<file path="src/rtl/fast_adder_pkg.sv">
// Shared encodings and defaults for the fast-carry adder family.
// Every architecture produces the same result; they differ only in how carries travel between groups.
package fast_adder_pkg;

    localparam int ARCH_CLA  = 0;
    localparam int ARCH_CIA  = 1;
    localparam int ARCH_CBPA = 2;

    localparam int DEFAULT_WIDTH = 32;
    localparam int DEFAULT_GROUP = 4;

    typedef enum logic [1:0] {
        ARCH_E_CLA  = 2'd0,
        ARCH_E_CIA  = 2'd1,
        ARCH_E_CBPA = 2'd2
    } arch_e;

    function automatic bit arch_is_legal(input int arch);
        return (arch == ARCH_CLA) || (arch == ARCH_CIA) || (arch == ARCH_CBPA);
    endfunction

    function automatic bit geometry_is_legal(input int width, input int group);
        return (group > 0) && (width >= group) && ((width % group) == 0);
    endfunction

endpackage

</file>
<file path="src/rtl/fast_adder32_adder_group.sv">
// One GROUP-bit carry slice. It reports sum, carry out, group generate/propagate
// and the carry into its MSB, with the internal carry style selected by ARCH.
module adder_group
    import fast_adder_pkg::*;
#(
    parameter int GROUP = DEFAULT_GROUP,
    parameter int ARCH  = ARCH_CLA
) (
    input  logic [GROUP-1:0] a,
    input  logic [GROUP-1:0] b,
    input  logic             cin,
    output logic [GROUP-1:0] sum,
    output logic             cout,
    output logic             gg,
    output logic             gp,
    output logic             c_msb
);

    logic [GROUP-1:0] g;
    logic [GROUP-1:0] p;
    logic [GROUP-1:0] pre_g;
    logic [GROUP-1:0] pre_p;
    logic [GROUP:0]   c;
    logic [GROUP:0]   c0;
    logic [GROUP-1:0] s0;
    logic [GROUP-1:0] k;
    logic             gacc;
    logic             pacc;

    always_comb begin
        g     = a & b;
        p     = a ^ b;
        pre_g = '0;
        pre_p = '0;
        c     = '0;
        c0    = '0;
        s0    = '0;
        k     = '0;
        sum   = '0;
        cout  = 1'b0;
        gacc  = 1'b0;
        pacc  = 1'b1;

        // Prefix generate/propagate over bits [i:0]; these are independent of cin.
        for (int i = 0; i < GROUP; i++) begin
            gacc     = g[i] | (p[i] & gacc);
            pacc     = pacc & p[i];
            pre_g[i] = gacc;
            pre_p[i] = pacc;
        end
        gg = gacc;
        gp = pacc;

        case (ARCH)
            ARCH_CLA: begin
                c[0] = cin;
                for (int i = 0; i < GROUP; i++) begin
                    c[i+1] = pre_g[i] | (pre_p[i] & cin);
                end
                sum  = p ^ c[GROUP-1:0];
                cout = c[GROUP];
            end
            ARCH_CIA: begin
                // Local sum assumes carry-in 0, then an incrementer folds in cin.
                for (int i = 0; i < GROUP; i++) begin
                    c0[i+1] = pre_g[i];
                end
                s0   = p ^ c0[GROUP-1:0];
                k[0] = cin;
                for (int i = 0; i < GROUP - 1; i++) begin
                    k[i+1] = k[i] & s0[i];
                end
                sum  = s0 ^ k;
                cout = gg | (gp & cin);
                c[0] = cin;
                for (int i = 1; i <= GROUP; i++) begin
                    c[i] = c0[i] | (pre_p[i-1] & cin);
                end
            end
            default: begin
                c[0] = cin;
                for (int i = 0; i < GROUP; i++) begin
                    c[i+1] = g[i] | (p[i] & c[i]);
                end
                sum  = p ^ c[GROUP-1:0];
                // Skip mux: a fully propagating block forwards its carry-in directly.
                cout = gp ? cin : c[GROUP];
            end
        endcase

        c_msb = c[GROUP-1];
    end

endmodule

</file>
<file path="src/rtl/fast_adder32.sv">
// Registered WIDTH-bit adder with selectable inter-group carry network (CLA, CIA or CBPA).
// One output register stage; out_valid tracks in_valid, data holds when no new operands arrive.
module fast_adder32
    import fast_adder_pkg::*;
#(
    parameter int ARCH  = ARCH_CLA,
    parameter int WIDTH = DEFAULT_WIDTH,
    parameter int GROUP = DEFAULT_GROUP
) (
    input  logic             clk,
    input  logic             rst_n,
    input  logic             in_valid,
    input  logic [WIDTH-1:0] in1,
    input  logic [WIDTH-1:0] in2,
    input  logic             cin,
    output logic             out_valid,
    output logic [WIDTH-1:0] sum,
    output logic             cout,
    output logic             overflow
);

    localparam int NG = WIDTH / GROUP;

    if (!arch_is_legal(ARCH)) begin : g_bad_arch
        $error("fast_adder32: ARCH must be 0 (CLA), 1 (CIA) or 2 (CBPA)");
    end
    if (!geometry_is_legal(WIDTH, GROUP)) begin : g_bad_geometry
        $error("fast_adder32: WIDTH must be a positive multiple of GROUP");
    end

    logic [NG-1:0]    grp_g;
    logic [NG-1:0]    grp_p;
    logic [NG-1:0]    grp_cm;
    logic [NG-1:0]    cla_c;
    logic [WIDTH-1:0] sum_c;
    logic             cout_c;
    logic             ovf_c;
    logic             unused_cm;

    // Second-level lookahead: group carries from group G/P only.
    always_comb begin
        cla_c    = '0;
        cla_c[0] = cin;
        for (int k = 1; k < NG; k++) begin
            cla_c[k] = grp_g[k-1] | (grp_p[k-1] & cla_c[k-1]);
        end
    end

    for (genvar gi = 0; gi < NG; gi++) begin : g_grp
        logic             ci;
        logic             co;
        logic [GROUP-1:0] s;

        if (gi == 0) begin : g_first
            assign ci = cla_c[0];
        end else begin : g_rest
            // CIA and CBPA chain through each group's carry-out logic.
            assign ci = (ARCH == ARCH_CLA) ? cla_c[gi] : g_grp[gi-1].co;
        end

        adder_group #(
            .GROUP (GROUP),
            .ARCH  (ARCH)
        ) u_group (
            .a     (in1[gi*GROUP +: GROUP]),
            .b     (in2[gi*GROUP +: GROUP]),
            .cin   (ci),
            .sum   (s),
            .cout  (co),
            .gg    (grp_g[gi]),
            .gp    (grp_p[gi]),
            .c_msb (grp_cm[gi])
        );

        assign sum_c[gi*GROUP +: GROUP] = s;
    end

    assign unused_cm = ^grp_cm;

    always_comb begin
        if (ARCH == ARCH_CLA) begin
            cout_c = grp_g[NG-1] | (grp_p[NG-1] & cla_c[NG-1]);
        end else begin
            cout_c = g_grp[NG-1].co;
        end
        ovf_c = grp_cm[NG-1] ^ cout_c;
    end

    logic             valid_q, valid_d;
    logic [WIDTH-1:0] sum_q, sum_d;
    logic             cout_q, cout_d;
    logic             ovf_q, ovf_d;

    always_comb begin
        valid_d = in_valid;
        sum_d   = sum_q;
        cout_d  = cout_q;
        ovf_d   = ovf_q;
        if (in_valid) begin
            sum_d  = sum_c;
            cout_d = cout_c;
            ovf_d  = ovf_c;
        end
    end

    always_ff @(posedge clk or negedge rst_n) begin
        if (!rst_n) begin
            valid_q <= 1'b0;
            sum_q   <= '0;
            cout_q  <= 1'b0;
            ovf_q   <= 1'b0;
        end else begin
            valid_q <= valid_d;
            sum_q   <= sum_d;
            cout_q  <= cout_d;
            ovf_q   <= ovf_d;
        end
    end

    assign out_valid = valid_q;
    assign sum       = sum_q;
    assign cout      = cout_q;
    assign overflow  = ovf_q;

endmodule

</file>
<file path="config.mk">
export PLATFORM = sky130hd
export DESIGN_NAME = fast_adder32
export DESIGN_NICKNAME = d
export VERILOG_FILES = /design/src/rtl/fast_adder_pkg.sv /design/src/rtl/fast_adder32_adder_group.sv /design/src/rtl/fast_adder32.sv
export SDC_FILE = /design/constraint.sdc
export NUM_CORES = 1
export LEC_CHECK = 0
export BUFFER_PORTS_ARGS = -buffer_cell sky130_fd_sc_hd__buf_4
export CAP_MARGIN = 25
export CORE_UTILIZATION = 51
export CTS_BUF_LIST = sky130_fd_sc_hd__clkbuf_2
export CTS_CLUSTER_DIAMETER = 100
export CTS_CLUSTER_SIZE = 16
export DETAILED_ROUTE_END_ITERATION = 8
export GPL_TIMING_DRIVEN = 0
export HOLD_SLACK_MARGIN = 0.02
export PLACE_DENSITY = 0.91
export SETUP_SLACK_MARGIN = 0.3
export SYNTH_ARGS = -nofsm -noshare
export SYNTH_HDL_FRONTEND = slang
export SYNTH_SLANG_ARGS = --single-unit
</file>
<file path="constraint.sdc">
create_clock -name clk -period 1 [get_ports clk]
set_clock_uncertainty 0.1 [all_clocks]
set_input_delay 0.05 -clock clk [delete_from_list [all_inputs] [get_ports clk]]
set_output_delay 0.05 -clock clk [all_outputs]
set_load 0.02 [all_outputs]
</file>
==> flow_metrics.py, run 1 <==
metrics = {
    "clocking": {
        "cts.sinks": 35,
        "numCtsBuffers": 5,
        "htree_levels": 2,
        "root_buffer": "clkbuf_2",
        "clockBufferDepth": 2,
    },
    "logic_synthesis": {
        "yosys-top-cells-area": "dfrtp_1, ha_1, mux2_2, fa_1, xnor2_1",
        "syn_inst": 258,
        "yosysWarnings": 0,
        "synth_top_area_cell": "dfrtp_1",
        "synthArstFlopShare_pct": 100,
        "synth_edf_count": 0,
        "synth_fp_nets": 366,
        "postSynthAreaPerCell_um2": 10.3,
        "synthTopCellsByCount": "dfrtp_1, ha_1, a21oi_1",
        "synth_area_mm2": 0.00266,
        "synth_top_area_share_pct": 33.0,
        "yosys.cell_types.count": 50,
        "ys.flop_type": "dfrtp_1",
        "ys_seq_area_share_pct": 33.0,
        "synth.most_common_cell": "dfrtp_1",
        "synth-seq-cells": 35,
    },
    "floorplan": {
        "die_x_um": 74.2,
        "initial_core_util_pct": 54.4,
        "dieHeight_um": 74.2,
        "rows": 25,
        "io_pins": 103,
    },
    "placed_design": {
        "portBuffers": 102,
        "hpwl_um": 5740,
        "place_congestion": 0.828,
    },
    "status": {
        "error": "[ERROR GRT-0232] Routing congestion too high. Check the congestion heatmap in the GUI.",
        "failing_step": "5_1_grt",
        "outcome": "stopped before the end",
    },
    "timing": {
        "grt_repair_worst_endpoint": "sum[28]$_DFFE_PN0P_/D",
        "endpoint_type": "register input",
    },
    "global_routing": {
        "grt_max_degree": 36,
        "overflow": 267,
        "grt_use_total_pct": 88.0,
    },
}
-- cells by family after synthesis --
family / after synthesis / synth area share (%)
flops: 35 / 33.0
buf+inv: 22 / 3.11
fa+ha+maj: 40 / 21.1
xor+xnor: 16 / 5.28
mux: 16 / 6.78
compound gates: 77 / 21.3
simple gates: 52 / 9.47
-- metal layers --
layer	overflow	GRT usage, %
met5	0	21.3
met4	115	110
met3	1	66.4
met2	149	110
met1	2	80.1
-- metrics by stage --
stage                     instance area [um^2]  instances  utilization (%)  hold WS (ps)  setup slack [ps]
after floorplan                           2850        258                -          -346             -1490
after global placement                    3700        427             75.8         -69.5             -1890
after detailed placement                  3700        427             75.8         -64.4             -1970
after CTS                                 4440        474             91.0          -141             -1310
-- repair_timing --
item                                    4_1_cts
buffers inserted                             38
endpoints found under the hold margin        52
hold buffers                                  2
resized for setup                            97
endpoints found under the setup margin       69
pin swaps                                    24
==> inputs of run 2 (changes only) <==
==> config.mk (replaced) <==
export PLATFORM = sky130hd
export DESIGN_NAME = fast_adder32
export DESIGN_NICKNAME = d
export VERILOG_FILES = /design/src/rtl/fast_adder_pkg.sv /design/src/rtl/fast_adder32_adder_group.sv /design/src/rtl/fast_adder32.sv
export SDC_FILE = /design/constraint.sdc
export NUM_CORES = 1
export LEC_CHECK = 0
export BUFFER_PORTS_ARGS = -buffer_cell sky130_fd_sc_hd__buf_4
export CAP_MARGIN = 25
export CORE_UTILIZATION = 40
export DETAILED_ROUTE_END_ITERATION = 8
export GPL_TIMING_DRIVEN = 0
export PLACE_DENSITY_LB_ADDON = 0.15
export SYNTH_ARGS = -nofsm -noshare
export SYNTH_HDL_FRONTEND = slang
export SYNTH_SLANG_ARGS = --single-unit
==> run 2 against run 1 <==
Against the previous run:
- synthesized cell count unchanged
- area after synthesis unchanged
- the flow now finishes, with violations (setup timing)
==> flow_metrics.py, run 2 <==
metrics = {
    "cells_and_area": {
        "nFillCells": 468,
        "fin_area_mm2": 0.00448,
        "final_common_cell": "buf_4",
        "diodes": 0,
        "final_cell_mix": "buf_4, buf_6, dfrtp_1",
        "drive_gt1_share_pct": 55.3,
        "area_growth_pct": 68.5,
        "fin_nets": 507,
        "largest_reg_flops": 32,
    },
    "clocking": {
        "clockBufferDepth": 2,
        "cts.sinks": 35,
        "clk_pin_slew_ps": 80,
        "clk_latency_ps": 280,
        "cts_tree": "built",
        "root_buffer": "clkbuf_8",
        "htree_levels": 2,
        "numCtsBuffers": 5,
    },
    "logic_synthesis": {
        "syn_inst": 258,
        "synth_top_area_cell": "dfrtp_1",
        "yosys.cell_types.count": 50,
        "synth_fp_nets": 366,
        "synthTopCellsByCount": "dfrtp_1, ha_1, a21oi_1",
        "synth_edf_count": 0,
        "synthArstFlopShare_pct": 100,
        "yosysWarnings": 0,
        "synth.most_common_cell": "dfrtp_1",
        "synth_top_area_share_pct": 33.0,
        "ys_seq_area_share_pct": 33.0,
        "postSynthAreaPerCell_um2": 10.3,
        "yosys-top-cells-area": "dfrtp_1, ha_1, mux2_2, fa_1, xnor2_1",
        "synth_area_mm2": 0.00266,
        "synth-seq-cells": 35,
        "ys.flop_type": "dfrtp_1",
    },
    "timing": {
        "rsz0062_at_grt": "true",
        "hold_slack_ps": 18.5,
        "hold_viol": 0,
        "setup_ws_ps": -1430,
        "final-setup-viol-count": 31,
        "min_period_over_period_pct": 243,
        "min_period_ps": 2430,
        "worst_pin_slew_ps": 644,
        "drv_slew": 0,
        "slew_headroom_pct": 57.1,
        "fmax_mhz": 412,
    },
    "global_routing": {
        "overflow": 0,
        "grt_pass1_vias": 2535,
        "antenna_found_initial": 0,
        "grt_use_total_pct": 21.6,
        "grt_pass1_wl_um": 12100,
        "grt_max_degree": 36,
    },
    "floorplan": {
        "die_area_mm2": 0.00697,
        "io_pins": 103,
        "dieHeight_um": 83.5,
        "die_x_um": 83.5,
        "core_area_mm2": 0.00639,
        "initial_core_util_pct": 41.6,
        "rows": 29,
    },
    "route": {
        "drt_first_pass_iters": 4,
        "avgRoutedWirePerCell_um": 15.9,
        "via_count": 2500,
        "via_per_inst": 5.24,
        "drt-total-wl_um": 7600,
        "drtIter0Drc": 45,
        "antenna_left": 0,
        "route.detailed.drc": 0,
    },
    "placed_design": {
        "place_congestion": 0.796,
        "portBuffers": 102,
        "hpwl_um": 5120,
        "dp_slack_ps": -1940,
        "postPlaceCellArea_mm2": 0.00370,
    },
    "critical_path": {
        "cp.arrival_ps": 2500,
        "cp-end-kind": "flip-flop",
        "ff2ff_path_depth": 3,
        "critical_path.startpoint_type": "input port",
        "r2r_start": "sum[30]$_DFFE_PN0P_",
        "max_stage_delay_ps": 420,
        "cp_cell_sequence": "buf_6 -> ha_4 -> a21oi_1 -> o21ai_2 -> a22oi_2 -> o21a_1 -> o31a_1 -> inv_2 -> a21o_1 -> a41o_1 -> fa_1 -> mux2_2",
        "crit_family": "compound AO/OA/AOI/OAI gates",
        "worst-path-buf-inv": 2,
        "path_class": "input port to flip-flop",
        "r2r_setup_slack_ps": -60,
        "crit_required_ps": 1070,
        "slowest_stage": "fa_1",
        "r2r-end": "sum[30]$_DFFE_PN0P_",
        "crit_fanout": 4,
    },
    "status": {
        "outcome": "complete, but fails checks",
        "violations": "setup timing",
    },
    "pwr": {
        "powerDensity_mw_per_mm2": 1400,
        "switching_share_pct": 34.7,
        "intPower_uw": 4090,
        "switchingPower_uw": 2180,
        "power.total_uw": 6270,
        "p_seq_share_pct": 31.0,
        "pwr-share-clk_pct": 18.5,
        "vdd_ir_drop_max_uv": 929,
        "p_comb_share_pct": 50.5,
        "leakage_uw": 0.00210,
    },
    "min_path": {
        "whs_endpoint": "sum[11]$_DFFE_PN0P_",
        "hp-class": "input port to flip-flop",
        "min_path_cells": 3,
        "hp-start": "in1[10]",
    },
    "job": {
        "maxCapViolCount": 0,
    },
}
## run 2: per-layer routing
layer  share of wire (%)  vias to the layer above  track usage (%)
met1                  42                     1177             26.8
li1                    -                     1230                -
met3                 5.4                       17             3.66
met2                  50                       76             38.5
met5                   0                        -                0
met4                 2.8                        0             6.47
## run 2: how the worst max path moves through the flow
stage               startpoint  depth (start not counted)             endpoint  slack, ps
floorplan               in2[0]                         11  sum[28]$_DFFE_PN0P_      -1490
global placement        in1[0]                         12  sum[28]$_DFFE_PN0P_      -1920
detailed placement      in1[0]                         12  sum[28]$_DFFE_PN0P_      -1940
CTS                     in2[0]                         12  sum[28]$_DFFE_PN0P_      -1360
global route            in1[7]                         12  sum[28]$_DFFE_PN0P_      -1530
finish                  in1[7]                         12  sum[28]$_DFFE_PN0P_      -1430
## run 2: repair_timing
action | CTS | global route
gates cloned | 0 | 0
gates resized for setup | 51 | 57
setup buffers | 25 | 12
endpoints found under the setup margin | 40 | 61
hold buffers | 2 | 0
endpoints found under the hold margin | 36 | 0
pin swaps | 26 | 22
## run 2: cell families after synthesis
family                     share of synthesized area, %
AOI/OAI and AO/OA                                  21.3
xor gates and xnor gates                           5.28
adders and majority gates                          21.1
buffers and inverters                              3.11
DFF                                                33.0
muxes                                              6.78
and+or+nand+nor                                    9.47
## run 2: cell type report
type / instances / area [um^2] / share of cell area, %
multi-input combinational: 201 / 2110 / 47.2
timing repair buffer: 134 / 1200 / 26.8
sequential: 35 / 876 / 19.6
clock buffer: 8 / 100 / 2.24
tap: 77 / 96.3 / 2.15
inverter: 16 / 60.1 / 1.34
buffer: 6 / 31.3 / 0.699
## run 2: power groups by stage
stage               Combinational, uW  Sequential, uW  Clock (uW)
floorplan                        1080            2280           0
global placement                 2420            1920           0
detailed placement               2470            1920           0
CTS                              2810            1910        1200
global route                     3400            1980        1250
finish                           3170            1940        1160
## run 2: tightest hold or removal path, cell delays in order
cell and delay, ps:
buf_6 70, ha_4 140, o311ai_1 100
## run 2: metrics by stage
step,TNS (ps),util [%],cells
global placement,-39940,57.9,437
detailed placement,-40870,57.9,437
CTS,-27970,65.7,469
floorplan,-27420,-,258
finish,-30950,70.1,477
global route,-33360,70.1,477
Power figures use the tool's default switching activity.
